### config.mk
export PLATFORM = sky130hd
export DESIGN_NAME = i2s_tdm_receiver
export DESIGN_NICKNAME = d
export VERILOG_FILES = /design/src/rtl/i2s_tdm_receiver.sv
export SDC_FILE = /design/constraint.sdc
export NUM_CORES = 1
export LEC_CHECK = 0
export ABC_AREA = 1
export BUFFER_PORTS_ARGS = -buffer_cell sky130_fd_sc_hd__buf_2
export CELL_PAD_IN_SITES_DETAIL_PLACEMENT = 1
export CELL_PAD_IN_SITES_GLOBAL_PLACEMENT = 1
export CORE_MARGIN = 3
export CORE_UTILIZATION = 45
export CTS_CLUSTER_SIZE = 12
export DETAILED_ROUTE_END_ITERATION = 16
export GPL_TIMING_DRIVEN = 0
export HOLD_SLACK_MARGIN = 0.1
export PLACE_DENSITY_LB_ADDON = 0.1
export SYNTH_ARGS = -nofsm -noshare
export SYNTH_HDL_FRONTEND = slang
export SYNTH_SLANG_ARGS = --single-unit
### constraint.sdc
create_clock -name clk_125 -period 2.25 [get_ports clk_125]
set_clock_uncertainty 0.05 [all_clocks]
set_input_delay 0.45 -clock clk_125 [delete_from_list [all_inputs] [get_ports clk_125]]
set_output_delay 0.45 -clock clk_125 [all_outputs]
set_load 0.02 [all_outputs]
### src/rtl/i2s_tdm_receiver.sv
// I2S / left-justified / TDM audio receiver: oversampled serial capture, frame-lock FSM, AXI-Stream FIFO.
// Optional saturating error counter output err_count is built in when I2S_RX_ERRCNT_EN is defined.
module i2s_tdm_receiver #(
  parameter int AUDIO_WIDTH = 24,
  parameter int SLOT_WIDTH  = 32,
  parameter int NUM_SLOTS   = 2,
  parameter int FIFO_DEPTH  = 8
) (
  input  logic                            clk_125,
  input  logic                            rst_n,
  input  logic                            en,
  input  logic [1:0]                      fmt,
  input  logic                            clr_status,
  input  logic                            bclk,
  input  logic                            lrclk,
  input  logic                            sdata,
  output logic [AUDIO_WIDTH-1:0]          m_axis_tdata,
  output logic [$clog2(NUM_SLOTS)-1:0]    m_axis_tuser,
  output logic                            m_axis_tlast,
  output logic                            m_axis_tvalid,
  input  logic                            m_axis_tready,
  output logic [$clog2(FIFO_DEPTH):0]     fifo_level,
  output logic                            locked,
  output logic                            overflow,
  output logic                            frame_err
`ifdef I2S_RX_ERRCNT_EN
  ,
  output logic [15:0]                     err_count
`endif
);

  localparam int UW = $clog2(NUM_SLOTS);
  localparam int CW = $clog2(SLOT_WIDTH + 1);
  localparam int PW = $clog2(FIFO_DEPTH);

  localparam logic [CW-1:0] CNT_FULL  = CW'(SLOT_WIDTH);
  localparam logic [CW-1:0] CNT_WORD  = CW'(AUDIO_WIDTH);
  localparam logic [UW-1:0] SLOT_LAST = UW'(NUM_SLOTS - 1);

  typedef enum logic [1:0] {FMT_I2S = 2'b00, FMT_LJ = 2'b01, FMT_TDM = 2'b10, FMT_RSVD = 2'b11} fmt_e;
  typedef enum logic {ST_HUNT = 1'b0, ST_RUN = 1'b1} state_e;

  typedef struct packed {
    logic [AUDIO_WIDTH-1:0] data;
    logic [UW-1:0]          user;
    logic                   last;
  } beat_t;

  fmt_e fmt_sel;
  assign fmt_sel = fmt_e'(fmt);

  // ---------------------------------------------------------------- input capture
  logic [1:0] bclk_sync_q, lrclk_sync_q, sdata_sync_q;
  logic       bclk_prev_q;
  logic       bclk_rise, lr_s, sd_s;

  // NOTE: sequential state uses non-blocking assignments so every flop samples pre-edge values.
  always_ff @(posedge clk_125 or negedge rst_n) begin
    if (!rst_n) begin
      bclk_sync_q  <= '0;
      lrclk_sync_q <= '0;
      sdata_sync_q <= '0;
      bclk_prev_q  <= 1'b0;
    end else begin
      bclk_sync_q  <= {bclk_sync_q[0], bclk};
      lrclk_sync_q <= {lrclk_sync_q[0], lrclk};
      sdata_sync_q <= {sdata_sync_q[0], sdata};
      bclk_prev_q  <= bclk_sync_q[1];
    end
  end

  assign bclk_rise = bclk_sync_q[1] & ~bclk_prev_q;
  assign lr_s      = lrclk_sync_q[1];
  assign sd_s      = sdata_sync_q[1];

  // ---------------------------------------------------------------- slot framing / deserialiser
  state_e                 state_q, state_d;
  logic                   lr_prev_q, lr_prev_d;
  logic                   pend_q, pend_d;
  logic [UW-1:0]          pend_slot_q, pend_slot_d;
  logic                   active_q, active_d;
  logic [CW-1:0]          bit_cnt_q, bit_cnt_d;
  logic [UW-1:0]          slot_q, slot_d;
  logic [AUDIO_WIDTH-1:0] word_q, word_d;
  logic                   push_pend_q, push_pend_d;

  logic          lr_edge, take, adv, start_now, sync_err, short_err;
  logic [UW-1:0] start_slot, lr_slot;

  // NOTE: every combinational output gets a default first so no path infers a latch.
  always_comb begin
    lr_prev_d   = lr_prev_q;
    pend_d      = pend_q;
    pend_slot_d = pend_slot_q;
    active_d    = active_q;
    bit_cnt_d   = bit_cnt_q;
    slot_d      = slot_q;
    word_d      = word_q;
    start_now   = 1'b0;
    start_slot  = '0;
    adv         = 1'b0;
    take        = 1'b0;
    sync_err    = 1'b0;
    short_err   = 1'b0;
    lr_edge     = lr_s ^ lr_prev_q;
    lr_slot     = (fmt_sel == FMT_LJ) ? UW'(~lr_s) : UW'(lr_s);

    if (bclk_rise) begin
      lr_prev_d = lr_s;
      // LJ opens the slot on the edge itself; I2S/TDM open it one bclk later.
      if (fmt_sel == FMT_LJ) begin
        start_now  = lr_edge;
        start_slot = lr_slot;
      end else begin
        start_now  = pend_q;
        start_slot = pend_slot_q;
      end
      pend_d      = lr_edge & ((fmt_sel == FMT_TDM) ? lr_s : (fmt_sel != FMT_LJ));
      pend_slot_d = (fmt_sel == FMT_TDM) ? '0 : lr_slot;
      adv = (fmt_sel == FMT_TDM) && active_q && !start_now &&
            (bit_cnt_q == CNT_FULL) && (slot_q != SLOT_LAST);

      if (start_now && active_q && state_q == ST_RUN) begin
        // A frame sync is legal only when it reopens slot 0 exactly after a complete frame.
        if (fmt_sel == FMT_TDM)
          sync_err = !(((slot_q == SLOT_LAST) && (bit_cnt_q == CNT_FULL)) ||
                       ((slot_q == '0) && (bit_cnt_q == '0)));
        else
          short_err = (bit_cnt_q < CNT_WORD);
      end

      if (start_now || adv) begin
        active_d  = 1'b1;
        bit_cnt_d = CW'(1);
        slot_d    = start_now ? start_slot : slot_q + UW'(1);
        word_d    = '0;
        word_d[0] = sd_s;
        take      = 1'b1;
      end else if (active_q && bit_cnt_q != CNT_FULL) begin
        bit_cnt_d = bit_cnt_q + CW'(1);
        if (bit_cnt_q < CNT_WORD) begin
          word_d    = word_q << 1;
          word_d[0] = sd_s;
          take      = 1'b1;
        end
      end
    end

    push_pend_d = take && (bit_cnt_d == CNT_WORD);
    if (!en) begin
      active_d    = 1'b0;
      pend_d      = 1'b0;
      push_pend_d = 1'b0;
    end
  end

  always_ff @(posedge clk_125 or negedge rst_n) begin
    if (!rst_n) begin
      lr_prev_q   <= 1'b0;
      pend_q      <= 1'b0;
      pend_slot_q <= '0;
      active_q    <= 1'b0;
      bit_cnt_q   <= '0;
      slot_q      <= '0;
      word_q      <= '0;
      push_pend_q <= 1'b0;
    end else begin
      lr_prev_q   <= lr_prev_d;
      pend_q      <= pend_d;
      pend_slot_q <= pend_slot_d;
      active_q    <= active_d;
      bit_cnt_q   <= bit_cnt_d;
      slot_q      <= slot_d;
      word_q      <= word_d;
      push_pend_q <= push_pend_d;
    end
  end

  // ---------------------------------------------------------------- lock FSM
  always_ff @(posedge clk_125 or negedge rst_n) begin
    if (!rst_n) state_q <= ST_HUNT;
    else        state_q <= state_d;
  end

  always_comb begin
    state_d = state_q;
    case (state_q)
      ST_HUNT: if (en && start_now && start_slot == '0) state_d = ST_RUN;
      ST_RUN:  if (!en || sync_err)                     state_d = ST_HUNT;
      default:                                          state_d = ST_HUNT;
    endcase
  end

  always_comb begin
    locked = (state_q == ST_RUN);
  end

  // ---------------------------------------------------------------- output FIFO
  beat_t         mem [FIFO_DEPTH];
  beat_t         wr_beat, rd_beat;
  logic [PW-1:0] wr_ptr_q, rd_ptr_q;
  logic [PW:0]   count_q, count_d;
  logic          push_req, push_ok, pop, full, empty, ovf_evt, ferr_evt;

  assign full     = (count_q == (PW+1)'(FIFO_DEPTH));
  assign empty    = (count_q == '0);
  assign pop      = !empty && m_axis_tready;
  assign push_req = push_pend_q && (state_q == ST_RUN);
  // A full FIFO still accepts a word in the cycle its head is being popped.
  assign push_ok  = push_req && (!full || pop);
  assign ovf_evt  = push_req && full && !pop;
  assign ferr_evt = short_err || sync_err;
  assign wr_beat  = '{data: word_q, user: slot_q, last: (slot_q == SLOT_LAST)};

  always_comb begin
    count_d = count_q;
    case ({push_ok, pop})
      2'b10:   count_d = count_q + (PW+1)'(1);
      2'b01:   count_d = count_q - (PW+1)'(1);
      default: count_d = count_q;
    endcase
  end

  // NOTE: the storage array carries no reset; empty masks its contents from the outputs.
  always_ff @(posedge clk_125) begin
    if (push_ok) mem[wr_ptr_q] <= wr_beat;
  end

  always_ff @(posedge clk_125 or negedge rst_n) begin
    if (!rst_n) begin
      wr_ptr_q  <= '0;
      rd_ptr_q  <= '0;
      count_q   <= '0;
      overflow  <= 1'b0;
      frame_err <= 1'b0;
    end else begin
      if (push_ok) wr_ptr_q <= wr_ptr_q + PW'(1);
      if (pop)     rd_ptr_q <= rd_ptr_q + PW'(1);
      count_q   <= count_d;
      overflow  <= ovf_evt  | (overflow  & ~clr_status);
      frame_err <= ferr_evt | (frame_err & ~clr_status);
    end
  end

  assign rd_beat       = mem[rd_ptr_q];
  assign m_axis_tvalid = !empty;
  assign m_axis_tdata  = empty ? '0   : rd_beat.data;
  assign m_axis_tuser  = empty ? '0   : rd_beat.user;
  assign m_axis_tlast  = empty ? 1'b0 : rd_beat.last;
  assign fifo_level    = count_q;

`ifdef I2S_RX_ERRCNT_EN
  logic [15:0] err_cnt_q;
  logic [16:0] err_sum;

  // Clear and new events in one cycle: the events still count.
  always_comb begin
    err_sum = (clr_status ? 17'd0 : {1'b0, err_cnt_q}) + 17'(ovf_evt) + 17'(ferr_evt);
  end

  always_ff @(posedge clk_125 or negedge rst_n) begin
    if (!rst_n) err_cnt_q <= '0;
    else        err_cnt_q <= err_sum[16] ? 16'hFFFF : err_sum[15:0];
  end

  assign err_count = err_cnt_q;
`endif

endmodule
==> flow_summary.toml, run 1 <==
[run_status]
status = "complete, but fails checks"
violations = "negative setup slack"

[placement]
dp_cells = 1221
placed_area_sq_um = 11100
finalWeightedCongestion = 0.842
dpl.hpwl_microns = 18200
portBuffers = 43

[synthesis]
syn_nets = 906
synth-seq-cells = 256
ys_top_cells_by_area = "edfxtp_1 58%, dfrtp_1 13%, nor2_1 6.3%"
synth.largest_area_cell = "edfxtp_1"
synth.most_common_cell = "edfxtp_1"
syn_inst = 889
yosysUniqueCellTypes = 34
synth-seq-area-share = 0.712
synth_edf_count = 200
avgSynthCellArea_sq_um = 11.7
yosysWarnings = 0
synthTopCellsByCount = "200 x edfxtp_1, 176 x nor2_1, 127 x o21ai_0"
async_flop_share = 0.219
synthDominantCellAreaShare = 0.577
synth_flop_cell = "edfxtp_1"
netlist_area_sq_um = 10400

[cts]
numCtsBuffers = 27
clock_sinks = 256
tritoncts = "built"
root_buffer = "clkbuf_16"
h-tree-depth = 1
insertion_delay_ps = 540
clkTransAtPathRegs_ps = 60
clockBufferDepth = 3

[worst_hold_path]
worstHoldEndpoint = "locked"
hp-class = "in2reg"
holdPathStages = 3
min_from = "en"

[finish]
antenna_cells = 0
final_area_sq_um = 12600
final_cells = 1296
post_route_cells_drive_above_1_share = 0.202
num-fill-cells = 2323
multi_input_area_sq_um = 2840
area_growth_pct = 21.3
nets = 1007
seq_area_sq_um = 7410

[global_routing]
grt_pass1_wl_microns = 45100
antenna_found_initial = 0
grt_pass1_vias = 7609
grt_overflow = 0
grt_max_degree = 57
grtUsageTotal = 0.239

[timing]
slew_headroom = 0.492
rsz0062_at_grt = "yes"
slew_viol_final = 0
fin_crit_sh = 1.16
fin_crit_ps = 2620
setup_viol = 26
fmax_mhz = 382
hold_viol = 0
tightest_slew_ps = 762
fin_ws_ps = -365

[power_and_ir_drop]
irDropWorstVdd_mv = 0.737
p_per_area_nw_per_um2 = 1210
p_leak_nw = 4.72

[route]
drcViolationCount = 0
wirelength_microns = 29800
firstDrtPassIters = 5
antenna_left = 0
vias = 7290
first_iter_violations = 538
wl_per_cell_microns = 23.0
avgViaCountPerCell = 5.63

[setup_path]
crit_chain = "buf_8 -> clkinv_8 -> clkbuf_16 -> o21ai_2 -> o22ai_1 -> o21ai_1 -> a31oi_1 -> buf_4"
worst_r2r_path_depth = 14
cpMaxStageDelayCell = "dfrtp_2"
start_kind = "flop"
path_delay_family = "buffers and inverters"
timing.rr.end = "fifo_level[3]"
r2r_start = "fifo_level[1]"
reg2reg_setup_slack_ps = 120
crit_required_ps = 1750
critPathBufInv = 4
cpPeakStageDelay_ps = 460
crit_fanout = 6
endpoint_kind = "output port"
path_class = "reg2out"
cp.arrival_ps = 2120

[floorplan]
fp.dieW_microns = 158
coreArea_sq_um = 22700
die-area_sq_um = 25000
pin_count = 44
rows = 55
start_util = 0.458
chipHeight_microns = 158

[job]
drv_cap = 0
area by class of cell:
type	count	area share
Sequential cell	256	0.587
Multi-Input combinational cell	552	0.225
Clock buffer	43	0.0591
Timing Repair Buffer	68	0.0511
Buffer	47	0.0334
Tap cell	285	0.0282
Inverter	37	0.0124
Clock inverter	7	0.00317
Timing Repair inverter	1	0.000694
per-stage QoR:
step / setup WS (ps) / utilization / hold slack (ps) / setup TNS [ps] / power, mW
2_1_floorplan: -374 / - / 104 / -37390 / 8.41
3_3_place_gp: -1560 / 0.484 / 282 / -220230 / 10.1
3_5_place_dp: -392 / 0.491 / 286 / -33860 / 10.3
4_1_cts: -352 / 0.548 / 139 / -7530 / 15.1
5_1_grt: -427 / 0.556 / 155 / -9710 / 16.1
6_report: -365 / 0.556 / 154 / -7350 / 15.3
power by group:
group	internal, mW	switching, mW
Sequential	5.19	0.165
Clock	2.27	1.76
Combinational	2.24	3.70
layer usage:
| metal | vias up | routed length, microns | global-route usage |
|---|---|---|---|
| met1 | 3725 | 12600 | 0.310 |
| met4 | 0 | 559 | 0.0623 |
| met3 | 35 | 1280 | 0.0303 |
| met5 | - | 0 | 0 |
| met2 | 178 | 15300 | 0.427 |
| li1 | 3352 | - | - |
kinds of logic after synthesis:
group / Yosys count / share of synthesized area
simple gates: 343 / 0.139
xor+xnor: 6 / 0.00505
flops: 256 / 0.712
buf+inv: 85 / 0.0346
compound gates: 192 / 0.100
fa+ha+maj: 7 / 0.00914
layout by cell type, fill, tap and decap left out, types with 9 or more instances in the layout:
master	count
a31oi_1	24
nand2_1	103
inv_1	31
nor2_4	17
nand3_1	31
nor2_1	164
edfxtp_1	200
o22ai_1	24
o21ai_0	79
o21ai_1	50
nand4_1	9
clkbuf_16	29
clkbuf_1	15
nor2_2	9
buf_2	25
buf_4	44
dfrtp_1	52
buf_12	10
clkbuf_2	9
sequential cells by signal (all words and copies together), names as in the netlist, 2 cells and up:
register	count
lrclk_sync_q	2
fifo_level	4
rd_ptr_q	3
mem	200
bit_cnt_q	6
bclk_sync_q	2
sdata_sync_q	2
word_q	24
wr_ptr_q	3
worst reg2reg max path, delay by kind of cell, from the launching register on:
kind / cells / cell delay, ps
AOI/OAI and AO/OA: 1 / 180
buffers and inverters: 2 / 150
xor gates and xnor gates: 1 / 140
DFF: 1 / 450
and+or+nand+nor: 9 / 770
adders and majority gates: 1 / 270
how the worst max path moves through the flow:
stage,startpoint,end,slack [ps],depth (start not counted)
floorplan,fifo_level[1],mem[0][10],-370,5
global placement,m_axis_tready,mem[0][14],-1560,6
detailed placement,fifo_level[1],fifo_level[3],-390,14
CTS,rd_ptr_q[0],m_axis_tdata[12],-350,8
global route,rd_ptr_q[0],m_axis_tdata[13],-430,8
finish,rd_ptr_q[0],m_axis_tdata[12],-370,8
what timing repair did:
item | 4_1_cts | 5_1_grt
pin swaps | 12 | 18
cloned | 6 | 2
endpoints found under the setup margin | 144 | 62
hold endpoints to repair | 3 | 56
gates resized for setup | 140 | 51
hold buffers | 3 | 1
setup buffers | 9 | 5
(Power assumes the default switching activity.)
==> run 2, diff against run 1 <==
--- a/config.mk
+++ b/config.mk
@@ -5,12 +5,11 @@
 export SDC_FILE = /design/constraint.sdc
 export NUM_CORES = 1
 export LEC_CHECK = 0
-export ABC_AREA = 1
 export BUFFER_PORTS_ARGS = -buffer_cell sky130_fd_sc_hd__buf_2
 export CELL_PAD_IN_SITES_DETAIL_PLACEMENT = 1
 export CELL_PAD_IN_SITES_GLOBAL_PLACEMENT = 1
 export CORE_MARGIN = 3
-export CORE_UTILIZATION = 45
+export CORE_UTILIZATION = 48
 export CTS_CLUSTER_SIZE = 12
 export DETAILED_ROUTE_END_ITERATION = 16
 export GPL_TIMING_DRIVEN = 0
==> run 2 against run 1 <==
Net effect: the run still ends with negative setup slack left; non-clock buffer count down 18; cell count down 29%; total power down 6.8%; count of clock-buffer cells in the layout up 2; first-iteration DRC count down 37%; core utilization up 4.5 points; sequential power up 3%; die area down 9.1%; flip-flop and latch count unchanged; cell area down 2.7%; critical path depth down 2; highest routed layer unchanged.
==> flow_summary.toml, run 2 <==
[finish]
regMostFlops = "mem"
area_growth_pct = 22.3
final_cells = 921
reg_top3 = "mem x200, word_q x24, bit_cnt_q x6"
num-fill-cells = 1797
final_cell_mix = "200 x edfxtp_1, 50 x mux4_2, 48 x dfrtp_1, 42 x buf_2, 33 x nor2_1"
final_core_util = 0.602
nets = 647
final_common_cell = "edfxtp_1"
largest_reg_flops = 200
post_route_cells_drive_above_1_share = 0.356
antenna_cells = 0

[placement]
dpl.hpwl_microns = 13000
dp_cells = 843
portBuffers = 43
finalWeightedCongestion = 0.736

[cts]
clockBufferDepth = 3
root_buffer = "clkbuf_16"
numCtsBuffers = 27
h-tree-depth = 1
clkTransAtPathRegs_ps = 60
insertion_delay_ps = 530
clock_sinks = 256
tritoncts = "built"

[worst_hold_path]
hp-class = "in2reg"
holdPathStages = 3

[route]
met1_length_microns = 9960
antenna_left = 0
met2_length_microns = 11800
vias = 5266
drcViolationCount = 0
first_iter_violations = 340
wirelength_microns = 23000
firstDrtPassIters = 6
avgViaCountPerCell = 5.72
maxUsedRoutingLayer = "met4"
wl_met3_microns = 910
wl_per_cell_microns = 24.9

[setup_path]
path_class = "reg2out"
crit_chain = "buf_12 -> bufbuf_16 -> mux4_2 -> mux2i_1 -> nor2_1 -> buf_2"
crit_required_ps = 1750
worst_r2r_path_depth = 10
cp.arrival_ps = 2270
cpMaxStageDelayCell = "mux4_2"
start_kind = "flop"
crit_fanout = 6
endpoint_kind = "output port"
cpPeakStageDelay_ps = 500

[timing]
hold_viol = 0
tightest_slew_ps = 751
slew_viol_final = 0
fin_ws_ps = -518
slew_headroom = 0.499
rsz0062_at_grt = "yes"
fin_crit_ps = 2770
fin_crit_sh = 1.23
fmax_mhz = 361
setup_viol = 26

[global_routing]
grt_overflow = 0
antenna_found_initial = 0
grt_pass1_vias = 5539
grt_max_degree = 57
grtUsageTotal = 0.207
grt_pass1_wl_microns = 34700

[synthesis]
netlist_area_sq_um = 10100
synth_flop_cell = "edfxtp_1"
syn_nets = 541
syn_inst = 524
synth-seq-cells = 256
yosysUniqueCellTypes = 48
synthTopCellsByCount = "200 x edfxtp_1, 56 x dfrtp_1, 50 x mux4_2"
avgSynthCellArea_sq_um = 19.2
yosysWarnings = 0
synth.most_common_cell = "edfxtp_1"
async_flop_share = 0.219
synth.largest_area_cell = "edfxtp_1"
synth-seq-area-share = 0.737
synth_edf_count = 200
synthDominantCellAreaShare = 0.598
ys_top_cells_by_area = "edfxtp_1 60%, dfrtp_1 14%, mux4_2 11%"

[floorplan]
rows = 52
fp.dieW_microns = 151
start_util = 0.492
die-area_sq_um = 22700
coreArea_sq_um = 20400
pin_count = 44
chipHeight_microns = 151

[job]
drv_cap = 0

[power_and_ir_drop]
irDropWorstVdd_mv = 0.678
p_leak_nw = 4.39
p_per_area_nw_per_um2 = 1160

[run_status]
violations = "negative setup slack"
status = "complete, but fails checks"
## run 2: cell types whose count changed after synthesis, sizes merged, moves of 24 or more
cell and delta:
nor2 -144, o21ai -130, nand2 -100, mux4 +50, mux2i +29, nand3 -28
inv -27, a31oi -24
## run 2: kinds of logic (layout without fill, tap and decap cells)
group,after synthesis,count (layout),synth area share
compound gates,43,43,0.0337
fa+ha+maj,7,7,0.00946
xor+xnor,12,12,0.0105
flops,256,256,0.737
simple gates,87,91,0.0448
buf+inv,33,156,0.0146
mux,86,86,0.150
## run 2: cell type report
type / instances / area, sq um / share of cell area
Clock buffer: 45 / 833 / 0.0678
Sequential cell: 256 / 7420 / 0.604
Multi-Input combinational cell: 239 / 2700 / 0.220
Tap cell: 270 / 338 / 0.0275
Timing Repair Buffer: 76 / 711 / 0.0578
Buffer: 21 / 213 / 0.0173
Inverter: 9 / 43.8 / 0.00356
Clock inverter: 5 / 27.5 / 0.00224
## run 2: layer usage
metal  GRT usage  vias to the layer above
met1       0.302                     2820
met2       0.340                      125
met4      0.0417                        0
met5           0                        -
met3      0.0277                       26
li1            -                     2295
## run 2: per-stage QoR
| step | TNS, ps | worst slack [ps] | power [mW] | cell area, sq um | hold WS (ps) |
|---|---|---|---|---|---|
| final | -12060 | -518 | 14.3 | 12300 | 141 |
| after global routing | -14300 | -596 | 14.9 | 12300 | 171 |
| after CTS | -12680 | -522 | 14.1 | 12100 | 128 |
| after detailed placement | -54250 | -619 | 9.32 | 10800 | 287 |
| after global placement | -122950 | -835 | 9.20 | 10700 | 283 |
| after floorplan | 0 | 3.80 | 8.14 | 10100 | 104 |
## run 2: repair_timing
action                                  in CTS  in global routing
hold endpoints to repair                     4                 56
resized for setup                           49                 25
endpoints found under the setup margin     179                 78
hold buffers                                 4                  1
buffers inserted                             9                 10
pin swaps                                    7                  5
gates cloned                                 6                  1
## run 2: where the power goes
group / leakage (nW) / switching [mW] / internal [mW]
combinational: 1.46 / 2.28 / 2.23
sequential: 2.50 / 0.275 / 5.23
clock: 0.426 / 1.76 / 2.51
total: 4.39 / 4.31 / 9.97
## run 2: worst max-delay path, delay by kind of cell (launching register included)
family	cells	cell delay (ps)
flip-flops	1	440
AND/OR/NAND/NOR	1	50
multiplexers	2	650
buffers and inverters	3	590
## run 2: path summary, 6_finish.rpt
path                                  from                to  slack [ps]
max in group asynchronous            rst_n       rd_ptr_q[0]        1110
setup / recovery               rd_ptr_q[0]  m_axis_tdata[15]        -520
setup reg to reg             fifo_level[0]     fifo_level[3]          70
min in group asynchronous            rst_n   lrclk_sync_q[0]         490
hold / removal                          en            locked         140
hold reg to reg            lrclk_sync_q[0]   lrclk_sync_q[1]         300
==> run 3, diff against run 2 <==
--- a/config.mk
+++ b/config.mk
@@ -15,6 +15,7 @@
 export GPL_TIMING_DRIVEN = 0
 export HOLD_SLACK_MARGIN = 0.1
 export PLACE_DENSITY_LB_ADDON = 0.1
+export REMOVE_ABC_BUFFERS = 1
 export SYNTH_ARGS = -nofsm -noshare
 export SYNTH_HDL_FRONTEND = slang
 export SYNTH_SLANG_ARGS = --single-unit
==> run 3 against run 2 <==
Net effect: sequential share of layout area down 0.28 points; global-route usage down 0.51 points; total power down 0.90%; die area unchanged; cell count is 0.33% lower; largest cell class unchanged; highest routed layer unchanged; worst hold slack improved by 36 ps; count of clock-buffer cells in the layout decreased by 7; critical path type unchanged; routed wire length down 1.5%; cell area is 0.45% higher; the flow still finishes with violations (negative setup slack).
==> flow_summary.toml, run 3 (synthesis gave the netlist of run 2 again) <==
[run_status]
status = "complete, but fails checks"
violations = "negative setup slack"

[setup_path]
endpoint_kind = "output port"
critPathBufInv = 3
cpPeakStageDelay_ps = 530
path_class = "reg2out"
reg2reg_setup_slack_ps = 0
cp.depth = 6
timing.rr.end = "fifo_level[3]"
cp.arrival_ps = 2270
path_delay_family = "multiplexers"
r2r_start = "fifo_level[2]"
crit_chain = "buf_6 -> clkbuf_16 -> mux4_2 -> mux2i_1 -> nor2_2 -> buf_6"
critPathCapture = "m_axis_tdata[3]"
worst_path_most_repeated_cell = "buf_6"
start_kind = "flop"
crit_fanout = 5
crit_required_ps = 1750
startpoint = "rd_ptr_q[0]"
cpMaxStageDelayCell = "mux4_2"
worst_r2r_path_depth = 10

[route]
wl_per_cell_microns = 24.6
wirelength_microns = 22600
first_iter_violations = 390
avgViaCountPerCell = 5.70
drcViolationCount = 0
antenna_left = 0
vias = 5232
firstDrtPassIters = 4

[finish]
final_cells = 918
post_route_cells_drive_above_1_share = 0.349
largest_reg_flops = 200
area_growth_pct = 22.8
antenna_cells = 0
num-fill-cells = 1764
reg_top3 = "mem x200, word_q x24, bit_cnt_q x6"
regMostFlops = "mem"
final_cell_mix = "200 x edfxtp_1, 50 x mux4_2, 49 x dfrtp_1, 39 x buf_2, 33 x nor2_1"
final_common_cell = "edfxtp_1"
nets = 647

[power_and_ir_drop]
comb_power_share = 0.324
p_per_area_nw_per_um2 = 1150
p_leak_nw = 4.40
seqPwrFrac = 0.388
power.share.switching = 0.304
irDropWorstVdd_mv = 0.825
p_sw_mw = 4.30
pwr-share-clk = 0.288
intPower_mw = 9.86

[timing]
setup_viol = 27
rsz0062_at_grt = "yes"
slew_headroom = 0.478
hold_viol = 0
fin_ws_ps = -515
fmax_mhz = 362
fin_crit_ps = 2770
slew_viol_final = 0
setup_tns_ps = -11810
tightest_slew_ps = 784
fin_crit_sh = 1.23

[worst_hold_path]
hp-class = "in2reg"

[floorplan]
die-area_sq_um = 22700
start_util = 0.492
pin_count = 44
coreArea_sq_um = 20400
fp.dieW_microns = 151
chipHeight_microns = 151
rows = 52

[cts]
root_buffer = "clkbuf_16"
clkTransAtPathRegs_ps = 60
tritoncts = "built"
h-tree-depth = 1
clock_sinks = 256
clockBufferDepth = 3
numCtsBuffers = 27
insertion_delay_ps = 540

[global_routing]
grt_max_degree = 57
grt_pass1_vias = 5727
antenna_found_initial = 0
grt_pass1_wl_microns = 34000
grt_overflow = 0
grtUsageTotal = 0.202

[placement]
finalWeightedCongestion = 0.801
dp_cells = 831
portBuffers = 43
dpl.hpwl_microns = 12400

[job]
drv_cap = 0
[run 3: through the flow]
stage / setup slack (ps) / hold slack, ps / utilization / area, sq um / total power [mW]
after floorplan: -1440 / 104 / - / 9940 / 8.05
after global placement: -3270 / 285 / 0.514 / 10500 / 8.87
after detailed placement: -881 / 289 / 0.532 / 10900 / 9.17
after CTS: -466 / 154 / 0.590 / 12100 / 13.7
after global routing: -576 / 173 / 0.604 / 12300 / 14.8
final: -515 / 177 / 0.604 / 12300 / 14.2
[run 3: cell type report]
cell class	instances	area (sq um)	area share
repair buffers	101	1080	0.0876
inverters	9	41.3	0.00334
clock buffers	38	727	0.0589
well taps	270	338	0.0274
flip-flops and latches	256	7420	0.601
multi-input cells	235	2670	0.216
clock inverters	9	70.1	0.00568
[run 3: worst min-delay path by stage]
| stage | cells after the start | end | startpoint | slack [ps] |
|---|---|---|---|---|
| floorplan | 0 | active_q | rst_n | 100 |
| detailed placement | 0 | sdata_sync_q[1] | sdata_sync_q[0] | 290 |
| CTS | 3 | pend_q | en | 150 |
| global route | 3 | locked | en | 170 |
| global placement | 0 | sdata_sync_q[1] | sdata_sync_q[0] | 280 |
| finish | 3 | active_q | en | 180 |
[run 3: worst register-to-register path, stage by stage, from the launching register on]
cell     delay, ps
dfrtp_2        430
nor4_4         320
buf_6          190
inv_6           50
nand3_4        100
inv_4           60
ha_4           200
a21o_1         170
a21oi_2        180
mux2i_1        270
xor2_1         170
[run 3: power groups by stage]
stage          Sequential (mW)  Combinational [mW]  Clock (mW)
3_5_place_dp              5.82                3.35           0
2_1_floorplan             5.90                2.15           0
5_1_grt                   5.51                4.92        4.37
4_1_cts                   5.47                4.11        4.16
6_report                  5.49                4.59        4.08
3_3_place_gp              6.09                2.79           0
[run 3: repair_timing]
action	4_1_cts	5_1_grt
setup endpoints to repair	253	125
buffers inserted	20	10
hold buffers	4	1
pin swaps	8	4
hold endpoints to repair	4	56
resized for setup	24	19
gates cloned	1	4
[run 3: layer usage]
metal,track usage,wire (microns),vias to the layer above
li1,-,-,2294
met1,0.275,9430,2755
met2,0.346,11500,145
met3,0.0325,1230,38
met4,0.0462,471,0
met5,0,0,-
